### src/rtl/gpl_pkg.sv
//------------------------------------------------------------------------------
// Module      : gpl_pkg
// Description : Shared definitions for the GPL status filter: debounce FSM
//               state encoding, default filter constants and a small decode
//               helper for the debounced level.
// Revision    : 1.0 - initial release
//------------------------------------------------------------------------------
`default_nettype none

package gpl_pkg;

  // Default sample-tick period in clk cycles.
  localparam int c_PRESC_DIV_DEF = 10;
  // Default number of consecutive equal samples needed to change state.
  localparam int c_DEB_LEN_DEF   = 4;

  // Debounce FSM states. Bit 1 carries the debounced level, so the two
  // "currently high" states (HIGH, FALL_CHK) share the upper bit.
  typedef enum logic [1:0] {
    LOW      = 2'd0,
    RISE_CHK = 2'd1,
    HIGH     = 2'd2,
    FALL_CHK = 2'd3
  } state_t;

  // Debounced level associated with a state.
  function automatic logic f_is_high(input state_t s);
    return (s == HIGH) || (s == FALL_CHK);
  endfunction

endpackage : gpl_pkg

`default_nettype wire

### src/rtl/gpl_sync2.sv
//------------------------------------------------------------------------------
// Module      : gpl_sync2
// Description : Two-flop synchronizer bringing an asynchronous single-bit
//               signal into the clk domain.
// Ports       : clk     - system clock, rising edge
//               arst    - asynchronous reset, active-high, clears both stages
//               i_async - asynchronous input
//               o_sync  - synchronized output (second flop stage)
// Revision    : 1.0 - initial release
//------------------------------------------------------------------------------
`default_nettype none

module gpl_sync2 (
  input  logic clk,
  input  logic arst,
  input  logic i_async,
  output logic o_sync
);

  logic r_meta;
  logic r_sync;

  always_ff @(posedge clk or posedge arst) begin
    if (arst) begin
      r_meta <= 1'b0;
      r_sync <= 1'b0;
    end else begin
      r_meta <= i_async;
      r_sync <= r_meta;
    end
  end

  assign o_sync = r_sync;

endmodule : gpl_sync2

`default_nettype wire

### src/rtl/gpl_status_filter.sv
//------------------------------------------------------------------------------
// Module      : gpl_status_filter
// Description : Debounce filter for the raw GPL status line. The raw input is
//               synchronized, sampled once every PRESC_DIV cycles and must be
//               seen at the new level on DEB_LEN consecutive samples before
//               the debounced status changes. Edge pulses and a sample strobe
//               are provided for the downstream status FSM.
// Parameters  : PRESC_DIV  - sample-tick period in clk cycles (2..1024)
//               DEB_LEN    - consecutive equal samples to change (1..255)
// Ports       : clk        - system clock, rising edge
//               arst       - asynchronous reset, active-high
//               gpl_raw    - raw GPL status line, asynchronous
//               filt_en    - filter enable, 0 freezes the filter
//               gpl_status - debounced status
//               ena        - one-cycle sample strobe (tick delayed by one)
//               rise_pulse - one-cycle pulse on gpl_status 0->1
//               fall_pulse - one-cycle pulse on gpl_status 1->0
//               glitch_cnt - saturating count of rejected glitches
// Build macro : GPL_FILT_GLITCH_CNT_EN - when defined, the glitch counter is
//               built; otherwise glitch_cnt is tied to 0.
// Revision    : 1.0 - initial release
//------------------------------------------------------------------------------
`default_nettype none

module gpl_status_filter
  import gpl_pkg::*;
#(
  parameter int PRESC_DIV = c_PRESC_DIV_DEF,
  parameter int DEB_LEN   = c_DEB_LEN_DEF
) (
  input  logic       clk,
  input  logic       arst,
  input  logic       gpl_raw,
  input  logic       filt_en,
  output logic       gpl_status,
  output logic       ena,
  output logic       rise_pulse,
  output logic       fall_pulse,
  output logic [7:0] glitch_cnt
);

  localparam int PW = $clog2(PRESC_DIV);
  localparam int DW = $clog2(DEB_LEN + 1);

  localparam logic [PW-1:0] c_PRESC_MAX = PW'(PRESC_DIV - 1);
  localparam logic [PW-1:0] c_PRESC_ONE = PW'(1);
  localparam logic [DW-1:0] c_DEB_LEN   = DW'(DEB_LEN);
  localparam logic [DW-1:0] c_DEB_ONE   = DW'(1);

  //--------------------------------------------------------------------------
  // Input synchronizer
  //--------------------------------------------------------------------------
  logic w_gpl_sync;

  gpl_sync2 u_sync2 (
    .clk     (clk),
    .arst    (arst),
    .i_async (gpl_raw),
    .o_sync  (w_gpl_sync)
  );

  //--------------------------------------------------------------------------
  // Sample prescaler: counts 0..PRESC_DIV-1 while enabled, parked at 0 while
  // disabled so a re-enable always yields a full period before the next tick.
  //--------------------------------------------------------------------------
  logic [PW-1:0] r_presc;
  logic          w_tick;

  assign w_tick = filt_en && (r_presc == c_PRESC_MAX);

  always_ff @(posedge clk or posedge arst) begin
    if (arst) begin
      r_presc <= '0;
    end else if (!filt_en || w_tick) begin
      r_presc <= '0;
    end else begin
      r_presc <= r_presc + c_PRESC_ONE;
    end
  end

  logic r_ena;

  always_ff @(posedge clk or posedge arst) begin
    if (arst) begin
      r_ena <= 1'b0;
    end else begin
      r_ena <= w_tick;
    end
  end

  assign ena = r_ena;

  //--------------------------------------------------------------------------
  // Debounce FSM. Transitions only happen on a tick, so holding filt_en low
  // freezes the state and the debounce count.
  //--------------------------------------------------------------------------
  state_t        r_state;
  state_t        w_state_nxt;
  logic [DW-1:0] r_deb_cnt;
  logic [DW-1:0] w_deb_cnt_nxt;
  logic [DW-1:0] w_deb_cnt_inc;
  logic          w_glitch;

  // Only evaluated in the CHK states where r_deb_cnt < DEB_LEN, so the
  // increment cannot wrap.
  assign w_deb_cnt_inc = r_deb_cnt + c_DEB_ONE;

  always_ff @(posedge clk or posedge arst) begin
    if (arst) begin
      r_state   <= LOW;
      r_deb_cnt <= '0;
    end else begin
      r_state   <= w_state_nxt;
      r_deb_cnt <= w_deb_cnt_nxt;
    end
  end

  always_comb begin
    w_state_nxt   = r_state;
    w_deb_cnt_nxt = r_deb_cnt;
    w_glitch      = 1'b0;

    if (w_tick) begin
      unique case (r_state)
        LOW: begin
          if (w_gpl_sync) begin
            if (c_DEB_LEN == c_DEB_ONE) begin
              w_state_nxt = HIGH;
            end else begin
              w_state_nxt   = RISE_CHK;
              w_deb_cnt_nxt = c_DEB_ONE;
            end
          end
        end

        RISE_CHK: begin
          if (w_gpl_sync) begin
            if (w_deb_cnt_inc == c_DEB_LEN) begin
              w_state_nxt   = HIGH;
              w_deb_cnt_nxt = '0;
            end else begin
              w_deb_cnt_nxt = w_deb_cnt_inc;
            end
          end else begin
            w_state_nxt   = LOW;
            w_deb_cnt_nxt = '0;
            w_glitch      = 1'b1;
          end
        end

        HIGH: begin
          if (!w_gpl_sync) begin
            if (c_DEB_LEN == c_DEB_ONE) begin
              w_state_nxt = LOW;
            end else begin
              w_state_nxt   = FALL_CHK;
              w_deb_cnt_nxt = c_DEB_ONE;
            end
          end
        end

        FALL_CHK: begin
          if (!w_gpl_sync) begin
            if (w_deb_cnt_inc == c_DEB_LEN) begin
              w_state_nxt   = LOW;
              w_deb_cnt_nxt = '0;
            end else begin
              w_deb_cnt_nxt = w_deb_cnt_inc;
            end
          end else begin
            w_state_nxt   = HIGH;
            w_deb_cnt_nxt = '0;
            w_glitch      = 1'b1;
          end
        end

        default: begin
          w_state_nxt   = LOW;
          w_deb_cnt_nxt = '0;
        end
      endcase
    end
  end

  //--------------------------------------------------------------------------
  // Status and edge pulses. The status is the upper state bit, i.e. straight
  // from a flop. The pulses are registered from the next-state decode so they
  // rise on the same edge as the status change.
  //--------------------------------------------------------------------------
  logic r_rise;
  logic r_fall;

  always_ff @(posedge clk or posedge arst) begin
    if (arst) begin
      r_rise <= 1'b0;
      r_fall <= 1'b0;
    end else begin
      r_rise <= f_is_high(w_state_nxt) && !f_is_high(r_state);
      r_fall <= !f_is_high(w_state_nxt) && f_is_high(r_state);
    end
  end

  assign gpl_status = f_is_high(r_state);
  assign rise_pulse = r_rise;
  assign fall_pulse = r_fall;

  //--------------------------------------------------------------------------
  // Optional glitch counter, saturating at 255. Glitch events can only occur
  // on a tick, but the counter itself is not gated by filt_en.
  //--------------------------------------------------------------------------
`ifdef GPL_FILT_GLITCH_CNT_EN
  logic [7:0] r_glitch_cnt;

  always_ff @(posedge clk or posedge arst) begin
    if (arst) begin
      r_glitch_cnt <= 8'd0;
    end else if (w_glitch && (r_glitch_cnt != 8'hFF)) begin
      r_glitch_cnt <= r_glitch_cnt + 8'd1;
    end
  end

  assign glitch_cnt = r_glitch_cnt;
`else
  logic w_glitch_unused;

  assign w_glitch_unused = w_glitch;
  assign glitch_cnt      = 8'd0;
`endif

endmodule : gpl_status_filter

`default_nettype wire

### config.mk
export PLATFORM = sky130hd
export DESIGN_NAME = gpl_status_filter
export DESIGN_NICKNAME = d
export VERILOG_FILES = /design/src/rtl/gpl_pkg.sv /design/src/rtl/gpl_sync2.sv /design/src/rtl/gpl_status_filter.sv
export SDC_FILE = /design/constraint.sdc
export NUM_CORES = 1
export LEC_CHECK = 0
export CORE_MARGIN = 5
export CORE_UTILIZATION = 52
export CTS_CLUSTER_DIAMETER = 40
export DETAILED_ROUTE_END_ITERATION = 8
export GPL_TIMING_DRIVEN = 0
export PLACE_DENSITY = 0.82
export SYNTH_ARGS = -nofsm -noshare
export SYNTH_HDL_FRONTEND = slang
export SYNTH_SLANG_ARGS = --single-unit
### constraint.sdc
create_clock -name clk -period 2.9 [get_ports clk]
set_input_delay 0.29 -clock clk [delete_from_list [all_inputs] [get_ports clk]]
set_output_delay 0.29 -clock clk [all_outputs]
set_load 0.01 [all_outputs]
======== Word-level counts from Yosys, hierarchy flattened ========
Cells that the tools add are included.
W data, S select, Z words.
word-level totals
  flip-flop bits (word level) ............. 14
  input bits .............................. 4
  output and inout port bits .............. 12
cells by class
  $add $sub $neg .......................... 2
  equality and inequality tests ........... 9
  muxes and demuxes ....................... 15
  reduce and logical (&&, ||, !) cells .... 11
operator list
  operator               number
  $mux W3                5
  $mux W2                7
  $pmux W3 S4            1
  $eq A2 B2 Y1 const B   4
  $pmux W2 S4            1
  $add A4 B1 Y4 const B  1
  $eq A4 B4 Y1 const B   1
  $mux W4                1
  $add A3 B1 Y3 const B  1
  $eq A3 B3 Y1 const B   1
  $logic_and A1 B1 Y1    3
  $logic_not A1 Y1       3
  $logic_or A1 B1 Y1     3
  $reduce_and A3 Y1      1
  $eq A2 B1 Y1 const B   1
  $logic_not A2 Y1       1
  $ne A2 B1 Y1 const B   1
  $ne A2 B2 Y1 const B   1

======== Logic depth before layout (Yosys ltp) ========
Gate-level depths: netlist (run 1).
  depth after elaboration ................. 10
  gate-level depth with buffers ........... 6

======== Cells and area by module ========
Synthesis (run 1) repeated with hierarchy kept, for this count alone.
second synthesis, totals
  cells, all modules ...................... 67
  area, all modules ....................... 739.5 um^2
modules (own cells, without submodules)
  module             instances  cells an instance  area each (um^2)
  gpl_status_filter  1          64                 685.7
  gpl_sync2          1          3                  53.8

======== Least setup slack after synthesis (run 1) ========
OpenSTA, ideal clock, no wires.
  kind .................................... reg-to-reg
  start point ............................. register r_presc[1]
  end point ............................... register r_state[1]
  arrival time ............................ 1.318 ns
  setup slack ............................. 1.454 ns
  stages on the path, launching flop included .. 6
  buffers on the path ..................... 0
  path through ............................ dfrtp_1 -> inv_1 -> ha_1 -> nand4b_4 -> nor3_2 -> mux2_1
on the way
  word-level cells in the longest chain between the ends .. 3
ends and longest elaborated chain
  element                   RTL line                  source
  start, declared           gpl_status_filter.sv:66   logic [PW-1:0] r_presc;
  start signal, assigned    gpl_status_filter.sv:77   r_presc <= r_presc + c_PRESC_ONE;
  $eq A4 B4 Y1              gpl_status_filter.sv:69   assign w_tick = filt_en && (r_presc == c_PRESC_MAX);
  $logic_and A1 B1 Y1       gpl_status_filter.sv:69
  $mux W2                   gpl_status_filter.sv:123  if (w_tick) begin
  named net w_state_nxt[1]  gpl_status_filter.sv:98   state_t w_state_nxt;
  end signal, assigned      gpl_status_filter.sv:113  r_state <= w_state_nxt;
  end, declared             gpl_status_filter.sv:97   state_t r_state;
The timed path passes the listed nets, and every way through them passes these cells.
A chain may end at the register's enable or synchronous reset.

======== Final worst setup path (run 1) ========
  start point ............................. register r_state[1]
  end point ............................... output gpl_status
on the way
  word-level cells in the longest chain between the ends .. 2
  elaborated cells on any way between the ends .. 3
  classes of those cells .................. eq/ne (2); reduce/logical (1)
ends and longest elaborated chain
  element                          RTL line                 source
  $eq A2 B2 Y1 (on tied branches)  --
  $logic_or A1 B1 Y1 *             gpl_pkg.sv:28            return (s == HIGH) || (s == FALL_CHK);
  end, declared                    gpl_status_filter.sv:35  output logic gpl_status,
Mark *: on every way between the ends. The rest lies on a longest branch, timed or not.

==> results, run 1 <==
- After synthesis the netlist holds a flip-flop and latch count of 14.
- The clock latency reported for the late side of the worst-skew pair is 280 ps.
- The number of antenna violations at the first check in global routing is 0.
- The launch instance of the worst register-to-register path is r_presc[1]$_DFF_PP0_.
- The distinct cell type count after synthesis is 29.
- The worst hold slack across all endpoints is 347 ps.
- STA puts the critical path data required time at 2610 ps.
- The path class of the tightest hold or removal check is input pin to asynchronous set/reset pin.
- STA classifies the critical path endpoint as an output pin.
- The switching part of the total power is 0.232.
- The synthesis warning total is 0.
- The count of fill cells added during filler insertion is 103.
- The die is 47.8 um tall.
- The total wire length is 1.13 mm.
- The worst setup path is of the flop to output pin kind.
- The slowest cell on the critical path is sky130_fd_sc_hd__clkdlybuf4s50_1.
- The endpoint identified for the worst register-to-register timing path is r_state[1]$_DFF_PP0_.
- Of the synthesized area, sequential elements account for 0.471.
- Data arrives at the worst endpoint at 1460 ps.
- Setup repair after global routing left no endpoint under its margin.
- Counting along the longest clock path gives a buffer depth of 2.
- The fraction of power consumed by sequential logic is 0.538.
- The floorplan step defined a die boundary enclosing 2290 um^2.
- The number of vias after detailed routing is 510.
- The initial standard-cell utilization of the core is 0.557.
- The leftover overflow at the end of global routing is 0.
- The final setup violation count is 0.
- For this run, the post-layout net count is 95.
- The flow ran to the end, and the final reports show no timing, DRC or antenna violations.
- In this run the register-to-register setup slack is 1330 ps.
- For the pin with the worst max-slew slack, the measured transition is 518 ps.
- On the final layout, the worst clock skew is 4.58 ps.
- The logic depth of the worst register-to-register path is 5.
- Traced cell by cell, the critical path runs through dlygate4sd1_1 > clkdlybuf4s50_1.
- The combinational group share of total power is 0.108.
- The most used flip-flop cell after synthesis is sky130_fd_sc_hd__dfrtp_1.
- At the placement stage, the worst setup path has a slack of 1170 ps.
- The portion of the clock cycle consumed by the worst path in the final layout is 0.603.
- The cell leakage power is 0.000444 uW.
- Clock tree synthesis inserted a total of 3 buffers.
- The repair_antennas step left the layout with diodes totalling 0.
- Along the worst path, the maximum fanout reaches 5.
- After clock tree synthesis, the flow added hold-fix buffers numbering 0.
- The post-synthesis cell count is 68.
- After detailed routing, the number of remaining DRC violations is 0.
- Relative to the synthesized area, the layout overhead comes to 20.4%.
- The number of global-route vias before repair is 479.
- The core region is 1330 um^2.
- In this run the remaining antenna-violating nets after routing total 0.
- The internal portion of the total power is 299 uW.
- TritonCTS built the clock tree.
- The worst pin sits at a relative slew slack of 0.654.
- The I/O pin count is 16.
- The routability-driven placement congestion ratio is 0.719.
- In this run, the number of DRC markers left after iteration 0 of detailed routing was 8.
- Measured along the x axis, the die boundary spans 47.8 um.
- The wire length of the first global-routing pass is 2.04 mm.
- The total of buffers placed on input and output ports is 7.
- The estimated wirelength of the detail-placed design is 905 um.
- Measured on the finished design, the core utilization comes to 0.671.
- The overall track demand over capacity in global routing is 0.130.
- The worst-case vdd ir drop is 0.223 mV.
- The routed wire length per instance is 11.2 um.
- On the worst path, the slowest cell contributes a delay of 520 ps.
- Before antenna repair, the detailed router went through 4 iterations.
- The count of final max-slew check failures was 0.
- Each instance of the synthesized netlist takes up on average 10.9 um^2.
- The completed layout was analyzed and its total power is 389 uW.
- The number of clock sinks is 14.
- The clock period minus worst slack is 1750 ps.
- The power per unit of standard cell area is 435 nW/um^2.
- The number of enable flip-flop cells after synthesis is 0.
- The fraction of final layout cells sized beyond drive strength 1 is 0.186.
- In the post-route analysis, the smallest setup slack over all paths is 1150 ps.
- The proportion of power drawn by the clock network is 0.354.
- In this run the post-CTS setup repair buffer count came out at 0.
- Across the run, the number of max-cap violations was 0.
- The clock slew at the register clock pins of the worst setup and hold paths is 80 ps.
- The floorplan has 13 rows.
- The kind of start point of the critical path is a flop.
- The post-cts gate resize count is 0.
- The total negative slack is 0 ps.
- The final hold violation count came to 0.
- The root buffer cell chosen for the clock tree is sky130_fd_sc_hd__clkbuf_4.
- Entering global routing, the biggest net connects 15 pins.
- The share of flip-flops with an asynchronous set or reset is 1.00.
- In this run the cell area of the synthesized design comes to 743 um^2.
- Using the TritonRoute via totals, the vias-per-cell ratio works out to 5.05.
- CTS built an H-tree with a depth of 1.
- The analysis attributes to net switching a power of 90.5 uW.
- Derived from the worst setup path, the maximum achievable clock frequency is 572 MHz.
-- worst max-delay path, delay by kind of cell, from the launching register on --
| family | cells | cell delay [ps] |
|---|---|---|
| DFF | 1 | 440 |
| buffers and inverters | 2 | 740 |
-- power by group through the flow --
| stage | clock network, uW | logic [uW] | registers (uW) |
|---|---|---|---|
| after floorplan | 0 | 32.4 | 212 |
| after global placement | 0 | 40.1 | 213 |
| after detailed placement | 0 | 41.7 | 213 |
| after CTS | 141 | 41.8 | 209 |
| after global routing | 148 | 48.4 | 211 |
| final | 138 | 41.9 | 210 |
-- how the worst max path moves through the flow --
stage                    startpoint              endpoint  slack, ps  depth (start not counted)
3_3_place_gp                filt_en  r_state[1]$_DFF_PP0_       1190                          4
5_1_grt        r_state[1]$_DFF_PP0_            gpl_status       1060                          2
2_1_floorplan  r_presc[1]$_DFF_PP0_  r_state[1]$_DFF_PP0_       1450                          5
3_5_place_dp                filt_en  r_state[1]$_DFF_PP0_       1170                          4
6_report       r_state[1]$_DFF_PP0_            gpl_status       1150                          2
4_1_cts        r_state[1]$_DFF_PP0_            gpl_status       1140                          2
-- cell usage in the layout (no fill, tap or decap), drive strengths merged --
cell            n
nor3            1
clkbuf          4
o21ai           4
clkdlybuf4s50   7
or3b            1
o22ai           1
a21oi           2
ha              4
nor2            2
and3b           1
dlygate4sd1     1
nor2b           2
buf             8
nor4b           1
xor2            1
nand4b          1
clkinv          1
xnor2           1
nand3b          1
conb            8
nand2b          1
dfrtp          14
a311oi          1
o32ai           1
inv             5
and3            1
o21a            1
a21boi          3
nand2           5
mux2            1
nor3b           1
-- per-layer routing --
layer,GRT usage,vias up,wire [um]
met1,0.172,244,499
met2,0.198,18,525
met3,0.0451,0,102
met5,0,-,0
li1,-,248,-
met4,0.0484,0,0
-- synth_stat cells (2+ instances only) --
library cell	n	area (um^2)
sky130_fd_sc_hd__a21oi_1	2	10.0
sky130_fd_sc_hd__nor2_1	2	7.51
sky130_fd_sc_hd__o21ai_0	4	20.0
sky130_fd_sc_hd__nor2b_1	2	12.5
sky130_fd_sc_hd__inv_1	5	18.8
sky130_fd_sc_hd__a21boi_0	3	22.5
sky130_fd_sc_hd__nand2_1	5	18.8
sky130_fd_sc_hd__buf_4	8	60.1
sky130_fd_sc_hd__ha_1	4	50.1
sky130_fd_sc_hd__dfrtp_1	14	350
-- per-stage QoR --
| stage | std cells | cell area, um^2 |
|---|---|---|
| 2_1_floorplan | 75 | 769 |
| 3_3_place_gp | 97 | 858 |
| 3_5_place_dp | 97 | 858 |
| 4_1_cts | 101 | 895 |
| 5_1_grt | 101 | 895 |
| 6_report | 101 | 895 |
-- sequential cells by signal, summed over array words and instances, names as in the netlist --
name	flops
u_sync2.r_meta	1
u_sync2.o_sync	1
r_deb_cnt	3
fall_pulse	1
ena	1
rise_pulse	1
r_presc	4
r_state	2
-- layout make-up --
class	count	area [um^2]	share of cell area
buffer	9	68.8	0.0769
inverter	6	22.5	0.0252
timing repair buffer	7	70.1	0.0783
tap	15	18.8	0.0210
sequential	14	350	0.392
clock buffer	4	36.3	0.0406
multi-input combinational	46	328	0.366
-- kinds of logic after synthesis --
logic type / after synthesis / share of synthesized area
buffers and inverters: 15 / 0.123
adders and majority gates: 4 / 0.0673
AOI/OAI and AO/OA: 13 / 0.113
xor gates and xnor gates: 2 / 0.0337
muxes: 1 / 0.0152
DFF: 14 / 0.471
and+or+nand+nor: 18 / 0.172
other: 1 / 0.00505
No activity file was read; power rests on OpenSTA's default activity.
==> run 2: changes to the inputs <==
CORE_UTILIZATION = 48   (was 52)
PLACE_DENSITY = 0.76   (was 0.82)
clock period = 1.8 ns   (was 2.9 ns; I/O delays follow)
==> run 2 against run 1 <==
Against the previous run: flip-flop and latch count unchanged; first-iteration DRC count decreased by 38%; clock skew increased by 7.2 ps; critical path depth unchanged; critical endpoint unchanged; largest power group unchanged; wire length decreased by 3.8%; largest cell class unchanged; die area increased by 6.6%; clock-buffer cell count unchanged; core utilization decreased by 6.9 points; sequential share of layout area decreased by 0.055 points; sequential power increased by 60%; global-route usage decreased by 2.0 points.
==> results, run 2 (synthesis gave the netlist of run 1 again) <==
- The routability-driven placement congestion ratio is 0.674.
- The final layout contains routed wiring with a total length of 1.08 mm.
- For the worst setup path, the data required time is 1620 ps.
- The slowest cell on the critical path is sky130_fd_sc_hd__clkdlybuf4s50_1.
- The total die area is 2440 um^2.
- The largest registers in the layout are r_presc x4, r_deb_cnt x3, r_state x2.
- Of the available clock period, the critical path in the final layout requires 0.922.
- The routed wire length per instance is 10.6 um.
- The maximum fanout along the worst path is 5.
- Of the cells placed in the final design, the portion with a size suffix greater than 1 is 0.186.
- The worst-case vdd ir drop is 0.411 mV.
- From synthesis to final layout, the design area changed by 20.5%.
- The final hold violation count is 0.
- Leaving out filler cells and counting taps, the final layout contains 102.
- The endpoint class of the critical path is an output pin.
- The reported max-cap violation count is 0.
- The number of global-route vias before repair is 466.
- Once the clock tree was built, the resizer swapped 0 gates to a different size.
- The number of antenna violations at the first check in global routing is 0.
- Leaving out fill and tap cells, the most frequent cells in the layout are sky130_fd_sc_hd__dfrtp_1, sky130_fd_sc_hd__buf_4, sky130_fd_sc_hd__conb_1.
- The worst register-to-register path has a depth of 5.
- The wire length of the first global-routing pass is 1.97 mm.
- TritonCTS built the clock tree.
- The routed design could run at a clock period as short as 1660 ps.
- The number of flip-flops in the largest register is 4.
- Setup violations remaining at the end of the flow were counted as 0.
- 16 I/O pins were placed.
- Clock skew on the completed layout was measured at 11.8 ps.
- In the final design database the tool counted 95 nets.
- The highest achievable clock rate is 603 MHz.
- The H-tree level count is 1.
- The endpoint arrival time on the critical path is 1480 ps.
- Dividing the detail-routed via count by the number of cells gives 4.73.
- The number of buffers inserted by hold repair at cts is 0.
- In this design, the stage delay of the slowest critical-path cell is 520 ps.
- The maximum root-to-sink buffer count is 2.
- Detailed placement ended at an HPWL of 824 um.
- The leftover overflow at the end of global routing is 0.
- The number of DRC violations after detailed routing is 0.
- The number of setup buffers added after CTS is 0.
- Leaving out fill and tap cells, the most frequent cell in the layout is sky130_fd_sc_hd__dfrtp_1.
- The clock reaches the later pin of the worst-skew pair after 290 ps.
- The critical path goes through dlygate4sd1_1 > clkdlybuf4s50_1.
- The number of placed instances, taps included, is 98.
- Ranked by flip-flop count, first place goes to r_presc.
- The initial utilization of the core area, before any placement, comes to 0.499.
- The normalized max-slew margin is 0.658.
- The standard cell core area is 1490 um^2.
- The cell sitting at the root of the clock tree is a sky130_fd_sc_hd__clkbuf_4.
- In this run the number of cells on the critical path is 2.
- The total of buffers placed on input and output ports is 7.
- The cell leakage power is 0.000444 uW.
- Setup repair after global routing left no endpoint under its margin.
- The number of vias after detailed routing is 482.
- On the critical path the largest part of the delay comes from buffers and inverters.
- The count of fill cells added during filler insertion is 129.
- The flow ran to the end, and the final reports show no timing, DRC or antenna violations.
- The number of antenna diodes in the final layout is 0.
- The iteration-0 DRC count of the detailed router is 5.
- The power per unit of standard cell area is 705 nW/um^2.
- For this run, the detailed router's first-pass iteration total came to 4.
- The type of the worst setup path is flop to output pin.
- In this run the core area contains 14 standard-cell rows.
- In this run the horizontal extent of the chip is 49.4 um.
- The post-detailed-route count of antenna-violating nets is 0.
- The slew at the pin closest to its max-slew limit is 512 ps.
- The clock slew at the register clock pins of the worst setup and hold paths is 90 ps.
- The largest net degree at the start of global routing is 15.
- In the final timing run, aggregate negative setup slack is 0 ps.
- The worst setup path is launched from a flop.
- The die span in y is 49.4 um.
- The critical path contains buffers and inverters numbering 2 combined.
- The number of clock sinks is 14.
- The number of buffers added by the clock tree synthesis step is 3.
- The overall track demand over capacity in global routing is 0.110.
- The count of final max-slew check failures is 0.
- The tightest min-delay check is of the input pin to asynchronous set/reset pin type.
[run 2: cell counts in the layout (fill, tap and decap cells not counted)]
Identical to the previous run, type by type.
[run 2: report_power, final]
part	internal (uW)	total (uW)	switching, uW	leakage [uW]
Sequential	326	337	11.6	0.000178
Clock	123	229	106	0.0000210
Combinational	32.5	65.7	33.2	0.000245
[run 2: stage by stage]
step           power, uW  cell area (um^2)  hold WS (ps)  utilization  setup slack (ps)
6_report             632               896           208        0.602               140
5_1_grt              662               896           299        0.602              76.7
4_1_cts              641               896           230        0.602               133
3_5_place_dp         410               860           337        0.577               172
3_3_place_gp         407               860           334        0.577               210
2_1_floorplan        393               769          69.2            -               354
[run 2: worst reg2reg max path, delay by kind of cell, from the launching register on]
kind	cells	cell delay, ps
multiplexers	1	340
AND/OR/NAND/NOR	2	400
buffers and inverters	1	70
adder cells (fa/ha/maj)	1	220
flip-flops	1	410
[run 2: layer usage]
metal  GRT usage  vias up  wire length [um]
li1            -      248                 -
met1       0.127      214               473
met2       0.155       15               466
met3      0.0367        5                91
met4       0.108        0                53
met5           0        -                 0
[run 2: final timing paths]
kind	from	to	slack [ps]
min reg2reg	u_sync2.r_meta$_DFF_PP0_	u_sync2.o_sync$_DFF_PP0_	340
max in group asynchronous	arst	r_deb_cnt[1]$_DFFE_PP0P_	1240
max	r_state[1]$_DFF_PP0_	gpl_status	140
min in group clk	gpl_raw	u_sync2.r_meta$_DFF_PP0_	330
max reg2reg	r_presc[1]$_DFF_PP0_	r_state[1]$_DFF_PP0_	240
min	arst	r_presc[3]$_DFF_PP0_	210
[run 2: layout make-up]
type | count | area [um^2] | area share
Inverter | 6 | 22.5 | 0.0251
Multi-Input combinational cell | 46 | 328 | 0.366
Buffer | 9 | 68.8 | 0.0768
Sequential cell | 14 | 350 | 0.391
Tap cell | 16 | 20.0 | 0.0223
Timing Repair Buffer | 7 | 70.1 | 0.0782
Clock buffer | 4 | 36.3 | 0.0405
